### config.mk
export PLATFORM = sky130hd
export DESIGN_NAME = caliptra_apb_initiator_flat
export DESIGN_NICKNAME = d
export VERILOG_FILES = /design/src/rtl/caliptra_apb_initiator_if.sv /design/src/rtl/caliptra_apb_initiator.sv /design/src/flat_wrapper.sv
export SDC_FILE = /design/constraint.sdc
export NUM_CORES = 1
export LEC_CHECK = 0
export ABC_AREA = 1
export CORE_UTILIZATION = 32
export CTS_BUF_LIST = sky130_fd_sc_hd__clkbuf_4
export DETAILED_ROUTE_END_ITERATION = 6
export DONT_BUFFER_PORTS = 1
export PLACE_DENSITY_LB_ADDON = 0.2
export SLEW_MARGIN = 10
export SYNTH_ARGS = -nofsm -noshare
export SYNTH_HDL_FRONTEND = slang
export SYNTH_SLANG_ARGS = --single-unit
### constraint.sdc
create_clock -name clk -period 5.3 [get_ports clk]
set_clock_uncertainty 0.2 [all_clocks]
set_input_delay 1.325 -clock clk [delete_from_list [all_inputs] [get_ports clk]]
set_output_delay 1.325 -clock clk [all_outputs]
set_load 0.005 [all_outputs]
### src/rtl/caliptra_apb_initiator_if.sv
// Command, response and APB bus bundle for the Caliptra APB initiator.
// The master modport is the initiator's view. The slave modport is the view of
// whatever sits on the other side: the command source, the response sink and
// the APB completer.
interface caliptra_apb_initiator_if #(
  parameter int ADDR_W = 32,
  parameter int DATA_W = 32,
  parameter int USER_W = 32
);
  // Command stream
  logic              req_valid;
  logic              req_ready;
  logic              req_write;
  logic [ADDR_W-1:0] req_addr;
  logic [DATA_W-1:0] req_wdata;
  logic [USER_W-1:0] req_user;

  // Response stream
  logic              rsp_valid;
  logic              rsp_ready;
  logic [DATA_W-1:0] rsp_rdata;
  logic              rsp_err;
  logic              rsp_timeout;

  // APB requester signals
  logic [ADDR_W-1:0] paddr;
  logic [2:0]        pprot;
  logic              psel;
  logic              penable;
  logic              pwrite;
  logic [DATA_W-1:0] pwdata;
  logic [USER_W-1:0] pauser;
  logic [DATA_W-1:0] prdata;
  logic              pready;
  logic              pslverr;

  modport master (
    input  req_valid, req_write, req_addr, req_wdata, req_user,
    input  rsp_ready,
    input  prdata, pready, pslverr,
    output req_ready,
    output rsp_valid, rsp_rdata, rsp_err, rsp_timeout,
    output paddr, pprot, psel, penable, pwrite, pwdata, pauser
  );

  modport slave (
    output req_valid, req_write, req_addr, req_wdata, req_user,
    output rsp_ready,
    output prdata, pready, pslverr,
    input  req_ready,
    input  rsp_valid, rsp_rdata, rsp_err, rsp_timeout,
    input  paddr, pprot, psel, penable, pwrite, pwdata, pauser
  );
endinterface

### src/rtl/caliptra_apb_initiator.sv
// SoC-side APB requester for the caliptra_top APB slave port.
// A valid/ready command stream is queued in a small FIFO. Each command is then
// issued as one SETUP + ACCESS transfer. The result is held in a response
// register until the host consumes it. A slave that never raises pready, and a
// command whose address is not word aligned, both return an error response
// instead of stalling the host.
module caliptra_apb_initiator #(
  parameter int ADDR_W         = 32,
  parameter int DATA_W         = 32,
  parameter int USER_W         = 32,
  parameter int FIFO_DEPTH     = 2,
  parameter int TIMEOUT_CYCLES = 256
) (
  input  logic                     clk,
  input  logic                     rst,
  caliptra_apb_initiator_if.master bus,
  output logic                     busy
);
  localparam int IDX_W = $clog2(FIFO_DEPTH);
  localparam int PTR_W = IDX_W + 1;
  localparam int CNT_W = $clog2(TIMEOUT_CYCLES);

  typedef enum logic [1:0] {IDLE, SETUP, ACCESS, RESP} state_t;

  // Command storage. It holds data only, so it needs no reset.
  logic              write_mem [FIFO_DEPTH];
  logic [ADDR_W-1:0] addr_mem  [FIFO_DEPTH];
  logic [DATA_W-1:0] wdata_mem [FIFO_DEPTH];
  logic [USER_W-1:0] user_mem  [FIFO_DEPTH];

  logic [PTR_W-1:0]  wr_ptr_reg, rd_ptr_reg, wr_ptr_next, rd_ptr_next;
  logic              req_ready_reg;
  state_t            state_reg;
  logic [CNT_W-1:0]  cnt_reg;
  logic              psel_reg, penable_reg, pwrite_reg;
  logic [ADDR_W-1:0] paddr_reg;
  logic [DATA_W-1:0] pwdata_reg;
  logic [USER_W-1:0] pauser_reg;
  logic              rsp_valid_reg, rsp_err_reg, rsp_timeout_reg;
  logic [DATA_W-1:0] rsp_rdata_reg;

  logic              push, pop, empty, full_next;
  logic              rsp_free, start, misaligned, done;
  logic              head_write;
  logic [ADDR_W-1:0] head_addr;
  logic [DATA_W-1:0] head_wdata;
  logic [USER_W-1:0] head_user;

  assign head_write = write_mem[rd_ptr_reg[IDX_W-1:0]];
  assign head_addr  = addr_mem[rd_ptr_reg[IDX_W-1:0]];
  assign head_wdata = wdata_mem[rd_ptr_reg[IDX_W-1:0]];
  assign head_user  = user_mem[rd_ptr_reg[IDX_W-1:0]];

  assign push       = bus.req_valid && req_ready_reg;
  assign empty      = (wr_ptr_reg == rd_ptr_reg);
  assign rsp_free   = !rsp_valid_reg || bus.rsp_ready;
  assign start      = (state_reg == IDLE) && !empty && rsp_free;
  assign misaligned = (head_addr[1:0] != 2'b00);
  assign done       = (state_reg == ACCESS) &&
                      (bus.pready || (cnt_reg == CNT_W'(TIMEOUT_CYCLES - 1)));
  assign pop        = (start && misaligned) || done;

  assign wr_ptr_next = wr_ptr_reg + PTR_W'(push);
  assign rd_ptr_next = rd_ptr_reg + PTR_W'(pop);
  assign full_next   = (wr_ptr_next[PTR_W-1] != rd_ptr_next[PTR_W-1]) &&
                       (wr_ptr_next[IDX_W-1:0] == rd_ptr_next[IDX_W-1:0]);

  // Write the accepted command into the slot at the write pointer.
  always_ff @(posedge clk) begin
    if (push) begin
      write_mem[wr_ptr_reg[IDX_W-1:0]] <= bus.req_write;
      addr_mem[wr_ptr_reg[IDX_W-1:0]]  <= bus.req_addr;
      wdata_mem[wr_ptr_reg[IDX_W-1:0]] <= bus.req_wdata;
      user_mem[wr_ptr_reg[IDX_W-1:0]]  <= bus.req_user;
    end
  end

  // Advance the FIFO pointers. req_ready is registered, so a slot freed by a
  // pop can only be reused in the following cycle.
  always_ff @(posedge clk or posedge rst) begin
    if (rst) begin
      wr_ptr_reg    <= '0;
      rd_ptr_reg    <= '0;
      req_ready_reg <= 1'b0;
    end else begin
      wr_ptr_reg    <= wr_ptr_next;
      rd_ptr_reg    <= rd_ptr_next;
      req_ready_reg <= !full_next;
    end
  end

  // Transfer FSM with registered APB outputs and the response register.
  always_ff @(posedge clk or posedge rst) begin
    if (rst) begin
      state_reg       <= IDLE;
      cnt_reg         <= '0;
      psel_reg        <= 1'b0;
      penable_reg     <= 1'b0;
      pwrite_reg      <= 1'b0;
      paddr_reg       <= '0;
      pwdata_reg      <= '0;
      pauser_reg      <= '0;
      rsp_valid_reg   <= 1'b0;
      rsp_rdata_reg   <= '0;
      rsp_err_reg     <= 1'b0;
      rsp_timeout_reg <= 1'b0;
    end else begin
      if (rsp_valid_reg && bus.rsp_ready) begin
        rsp_valid_reg   <= 1'b0;
        rsp_rdata_reg   <= '0;
        rsp_err_reg     <= 1'b0;
        rsp_timeout_reg <= 1'b0;
      end
      case (state_reg)
        IDLE: begin
          if (start) begin
            if (misaligned) begin
              // Reject without touching the bus.
              rsp_valid_reg   <= 1'b1;
              rsp_rdata_reg   <= '0;
              rsp_err_reg     <= 1'b1;
              rsp_timeout_reg <= 1'b0;
            end else begin
              state_reg  <= SETUP;
              psel_reg   <= 1'b1;
              paddr_reg  <= head_addr;
              pwrite_reg <= head_write;
              pwdata_reg <= head_write ? head_wdata : '0;
              pauser_reg <= head_user;
            end
          end
        end
        SETUP: begin
          penable_reg <= 1'b1;
          cnt_reg     <= '0;
          state_reg   <= ACCESS;
        end
        ACCESS: begin
          if (done) begin
            state_reg     <= RESP;
            psel_reg      <= 1'b0;
            penable_reg   <= 1'b0;
            pwrite_reg    <= 1'b0;
            paddr_reg     <= '0;
            pwdata_reg    <= '0;
            pauser_reg    <= '0;
            rsp_valid_reg <= 1'b1;
            if (bus.pready) begin
              rsp_rdata_reg   <= (!pwrite_reg && !bus.pslverr) ? bus.prdata : '0;
              rsp_err_reg     <= bus.pslverr;
              rsp_timeout_reg <= 1'b0;
            end else begin
              rsp_rdata_reg   <= '0;
              rsp_err_reg     <= 1'b1;
              rsp_timeout_reg <= 1'b1;
            end
          end else begin
            cnt_reg <= cnt_reg + 1'b1;
          end
        end
        RESP: begin
          cnt_reg   <= '0;
          state_reg <= IDLE;
        end
        default: state_reg <= IDLE;
      endcase
    end
  end

  assign bus.req_ready   = req_ready_reg;
  assign bus.rsp_valid   = rsp_valid_reg;
  assign bus.rsp_rdata   = rsp_rdata_reg;
  assign bus.rsp_err     = rsp_err_reg;
  assign bus.rsp_timeout = rsp_timeout_reg;
  assign bus.paddr       = paddr_reg;
  assign bus.pprot       = 3'b000;
  assign bus.psel        = psel_reg;
  assign bus.penable     = penable_reg;
  assign bus.pwrite      = pwrite_reg;
  assign bus.pwdata      = pwdata_reg;
  assign bus.pauser      = pauser_reg;
  assign busy            = !empty || (state_reg != IDLE) || rsp_valid_reg;
endmodule
### src/flat_wrapper.sv
// flat-port wrapper written by rule: the top's interface ports become plain ports
module caliptra_apb_initiator_flat 
#(
  parameter int ADDR_W         = 32,
  parameter int DATA_W         = 32,
  parameter int USER_W         = 32,
  parameter int FIFO_DEPTH     = 2,
  parameter int TIMEOUT_CYCLES = 256
)
  (clk, rst, busy, bus_req_valid, bus_req_write, bus_req_addr, bus_req_wdata, bus_req_user, bus_rsp_ready, bus_prdata, bus_pready, bus_pslverr, bus_req_ready, bus_rsp_valid, bus_rsp_rdata, bus_rsp_err, bus_rsp_timeout, bus_paddr, bus_pprot, bus_psel, bus_penable, bus_pwrite, bus_pwdata, bus_pauser);
  caliptra_apb_initiator_if #(.ADDR_W(ADDR_W), .DATA_W(DATA_W), .USER_W(USER_W)) bus_i ();
  input  logic clk;
  input  logic rst;
  output logic busy;
  input wire logic [$bits(bus_i.req_valid)-1:0] bus_req_valid;
  input wire logic [$bits(bus_i.req_write)-1:0] bus_req_write;
  input wire logic [$bits(bus_i.req_addr)-1:0] bus_req_addr;
  input wire logic [$bits(bus_i.req_wdata)-1:0] bus_req_wdata;
  input wire logic [$bits(bus_i.req_user)-1:0] bus_req_user;
  input wire logic [$bits(bus_i.rsp_ready)-1:0] bus_rsp_ready;
  input wire logic [$bits(bus_i.prdata)-1:0] bus_prdata;
  input wire logic [$bits(bus_i.pready)-1:0] bus_pready;
  input wire logic [$bits(bus_i.pslverr)-1:0] bus_pslverr;
  output wire logic [$bits(bus_i.req_ready)-1:0] bus_req_ready;
  output wire logic [$bits(bus_i.rsp_valid)-1:0] bus_rsp_valid;
  output wire logic [$bits(bus_i.rsp_rdata)-1:0] bus_rsp_rdata;
  output wire logic [$bits(bus_i.rsp_err)-1:0] bus_rsp_err;
  output wire logic [$bits(bus_i.rsp_timeout)-1:0] bus_rsp_timeout;
  output wire logic [$bits(bus_i.paddr)-1:0] bus_paddr;
  output wire logic [$bits(bus_i.pprot)-1:0] bus_pprot;
  output wire logic [$bits(bus_i.psel)-1:0] bus_psel;
  output wire logic [$bits(bus_i.penable)-1:0] bus_penable;
  output wire logic [$bits(bus_i.pwrite)-1:0] bus_pwrite;
  output wire logic [$bits(bus_i.pwdata)-1:0] bus_pwdata;
  output wire logic [$bits(bus_i.pauser)-1:0] bus_pauser;
  assign bus_i.req_valid = bus_req_valid;
  assign bus_i.req_write = bus_req_write;
  assign bus_i.req_addr = bus_req_addr;
  assign bus_i.req_wdata = bus_req_wdata;
  assign bus_i.req_user = bus_req_user;
  assign bus_i.rsp_ready = bus_rsp_ready;
  assign bus_i.prdata = bus_prdata;
  assign bus_i.pready = bus_pready;
  assign bus_i.pslverr = bus_pslverr;
  assign bus_req_ready = bus_i.req_ready;
  assign bus_rsp_valid = bus_i.rsp_valid;
  assign bus_rsp_rdata = bus_i.rsp_rdata;
  assign bus_rsp_err = bus_i.rsp_err;
  assign bus_rsp_timeout = bus_i.rsp_timeout;
  assign bus_paddr = bus_i.paddr;
  assign bus_pprot = bus_i.pprot;
  assign bus_psel = bus_i.psel;
  assign bus_penable = bus_i.penable;
  assign bus_pwrite = bus_i.pwrite;
  assign bus_pwdata = bus_i.pwdata;
  assign bus_pauser = bus_i.pauser;
  caliptra_apb_initiator #(.ADDR_W(ADDR_W), .DATA_W(DATA_W), .USER_W(USER_W), .FIFO_DEPTH(FIFO_DEPTH), .TIMEOUT_CYCLES(TIMEOUT_CYCLES)) u_core (.clk(clk), .rst(rst), .bus(bus_i), .busy(busy));
endmodule
==> flow_summary.toml <==
[detailed_routing]
first_pass_iters = 5
wl_per_cell_microns = 18.9
drc_errors = 0
antenna_left = 0
viasPerCell = 4.92
via_count = 10888
wl_microns = 41900
drtIter0Drc = 747

[grt]
grt-ovfl-total = 0
met3_usage = 0.0774
grt_pass1_wl_microns = 63700
grt_util_met2 = 0.281
grt_pass1_vias = 10785
use_met1 = 0.211
antenna_found_initial = 3
grt_start_max_net_pins = 108
grt_usage = 0.176
gr-max-usage-layer = "met2"

[outcome]
status = "complete, no violations"

[clock_tree]
clk_pin_slew_ns = 0.07
root_buffer = "clkbuf_4"
clock_sinks = 343
holdBufCountCts = 0
cts_setup_buffers = 0
cts_tree = "done"
htreeDepth = 3
ctsLongestPathBuffers = 3
cts_buffers = 95
cts_resized = 0
insertion_delay_ns = 0.82

[logic_synthesis]
synth_area_sq_um = 14900
synth-seq-cells = 343
synth_cell_types = 33
syn_inst = 1524
avgSynthCellArea_sq_um = 9.79
ys_warn_count = 0
ys_seq_area_frac = 0.641

[floorplanning]
io_pins = 274
die_w_microns = 218
start_util = 0.327
coreArea_sq_um = 45700
die_area_sq_um = 47500
rows = 78
die_h_microns = 218

[setup_path]
r2r_setup_slack_ns = 1.41
worstSetupStartpoint = "u_core.rd_ptr_reg[0]$_DFF_PP0_"
path_max_fanout = 73
required_ns = 3.77
worst_setup_path_start_kind = "flip-flop"
rr_startpoint = "u_core.rd_ptr_reg[0]$_DFF_PP0_"
crit_path_end_kind = "output pin"
crit_path_end = "busy"
worstPathArrival_ns = 2.80
r2r-end = "u_core.state_reg[0]$_DFFE_PP0P_"
critPathKind = "flip-flop to output pin"
r2r_cells = 9

[power]
pwr_density_cell_nw_per_um2 = 626
cellLeakagePower_nw = 7.21
ir_drop_v = 0.000344
finalPower_mw = 10.4

[worst_hold_path]
min_path_type = "flip-flop to flip-flop"
min_path_cells = 2

[flow_run]
drv_cap = 0

[finish]
area_delta_synth_final_pct = 11.7
final_nets = 1677
fill_cells = 4630
drive_gt1_frac = 0.119
area.sequential_sq_um = 9560
multi_input_area_sq_um = 4610

[sta]
fin_crit_sh = 0.816
post-route-min-period_ns = 4.33
rsz0062_at_grt = "no"
setup_tns_ns = 0
fin_ws_ns = 0.974
worst_slew_pin_slew_ns = 1.04
fmax_mhz = 231
worst_hold_slack_ns = 0.299
drv_slew = 0
relSlewSlack = 0.310
setup_viol = 0
hold_viol_final = 0

[place]
port_buffers = 0
post-place-ws_ns = 1.41
gp_congestion = 0.785
dp.final_hpwl_microns = 23600
-- report_power, final --
group	internal [mW]	switching (mW)	total, mW
registers	3.65	0.551	4.21
clock network	1.23	1.15	2.38
logic	1.05	2.78	3.83
total	5.94	4.48	10.4
-- placed cells by master (no fill, tap or decap), drive strengths merged --
master,instances
nand2,480
nand3,271
edfxtp,194
dfrtp,149
clkbuf,142
inv,85
a21oi,67
nor2,36
a21boi,35
nor3,32
clkinv,28
buf,22
nand4,16
o21ai,11
o22ai,10
nand3b,10
ha,8
diode,4
xor2,4
clkinvlp,3
conb,3
or2,3
xnor2,1
a22o,1
-- metal layers --
layer / up-vias / routed length, microns / part of all wire
li1: 5204 / - / -
met1: 5247 / 17000 / 0.41
met2: 375 / 19800 / 0.47
met3: 60 / 4240 / 0.10
met4: 2 / 772 / 0.018
met5: - / 13 / 0.00031
-- synth_stat cells (all sizes together) --
library cell | count | area [sq um]
ha | 8 | 100
nand3 | 271 | 1360
inv | 84 | 318
nand2 | 480 | 1800
o21ai | 11 | 66.3
xnor2 | 1 | 8.76
or2 | 3 | 18.8
o22ai | 10 | 62.6
edfxtp | 194 | 5830
conb | 1 | 3.75
dfrtp | 149 | 3730
nor3 | 32 | 160
xor2 | 4 | 35.0
nor2 | 36 | 138
a22o | 1 | 8.76
buf | 33 | 203
clkbuf | 78 | 293
a21oi | 67 | 347
nand3b | 10 | 75.1
nand4 | 16 | 100
a21boi | 35 | 263
-- how the worst min path moves through the flow --
stage	start	end	slack [ns]
2_1_floorplan	u_core.bus.paddr[10]$_DFFE_PP0P_	u_core.bus.paddr[10]$_DFFE_PP0P_	0.27
4_1_cts	bus_req_user[19]	u_core.user_mem[0][19]$_DFFE_PP_	0.29
3_5_place_dp	u_core.bus.pwdata[16]$_DFFE_PP0P_	u_core.bus.pwdata[16]$_DFFE_PP0P_	0.29
6_report	u_core.bus.pwdata[13]$_DFFE_PP0P_	u_core.bus.pwdata[13]$_DFFE_PP0P_	0.30
3_3_place_gp	u_core.bus.pwdata[16]$_DFFE_PP0P_	u_core.bus.pwdata[16]$_DFFE_PP0P_	0.29
5_1_grt	bus_req_user[31]	u_core.user_mem[1][31]$_DFFE_PP_	0.29
-- stage by stage --
stage                     utilization  instances  cell area [sq um]
final                           0.365       2215              16700
after global routing            0.365       2215              16700
after CTS                       0.364       2211              16600
after detailed placement        0.338       2037              15400
after global placement          0.338       2037              15400
after floorplan                     -       1526              14900
-- critical path, cell delays in order, from the launching register on --
cell     delay [ns]
dfrtp_4        0.68
buf_4          0.78
nand2_1        0.11
nand2_1        0.15
nand4_1        0.22
-- cell families (layout without fill, tap and decap cells) --
| logic type | count (synthesis) | count (layout) | synth area share |
|---|---|---|---|
| other | 1 | 7 | 0.000251 |
| XOR/XNOR | 5 | 5 | 0.00294 |
| adder cells (fa/ha/maj) | 8 | 8 | 0.00671 |
| buffers and inverters | 195 | 280 | 0.0545 |
| AND/OR/NAND/NOR | 848 | 848 | 0.245 |
| flip-flops | 343 | 343 | 0.641 |
| AO/OA/AOI/OAI | 124 | 124 | 0.0501 |
-- final cells by class --
type                       instances  share of cell area
sequential                       343               0.574
multi-input combinational        988               0.277
clock buffer                     142              0.0640
tap                              600              0.0451
inverter                          84              0.0193
timing repair buffer              22              0.0122
clock inverter                    32             0.00834
antenna                            4            0.000601
Power figures use the tool's default switching activity.
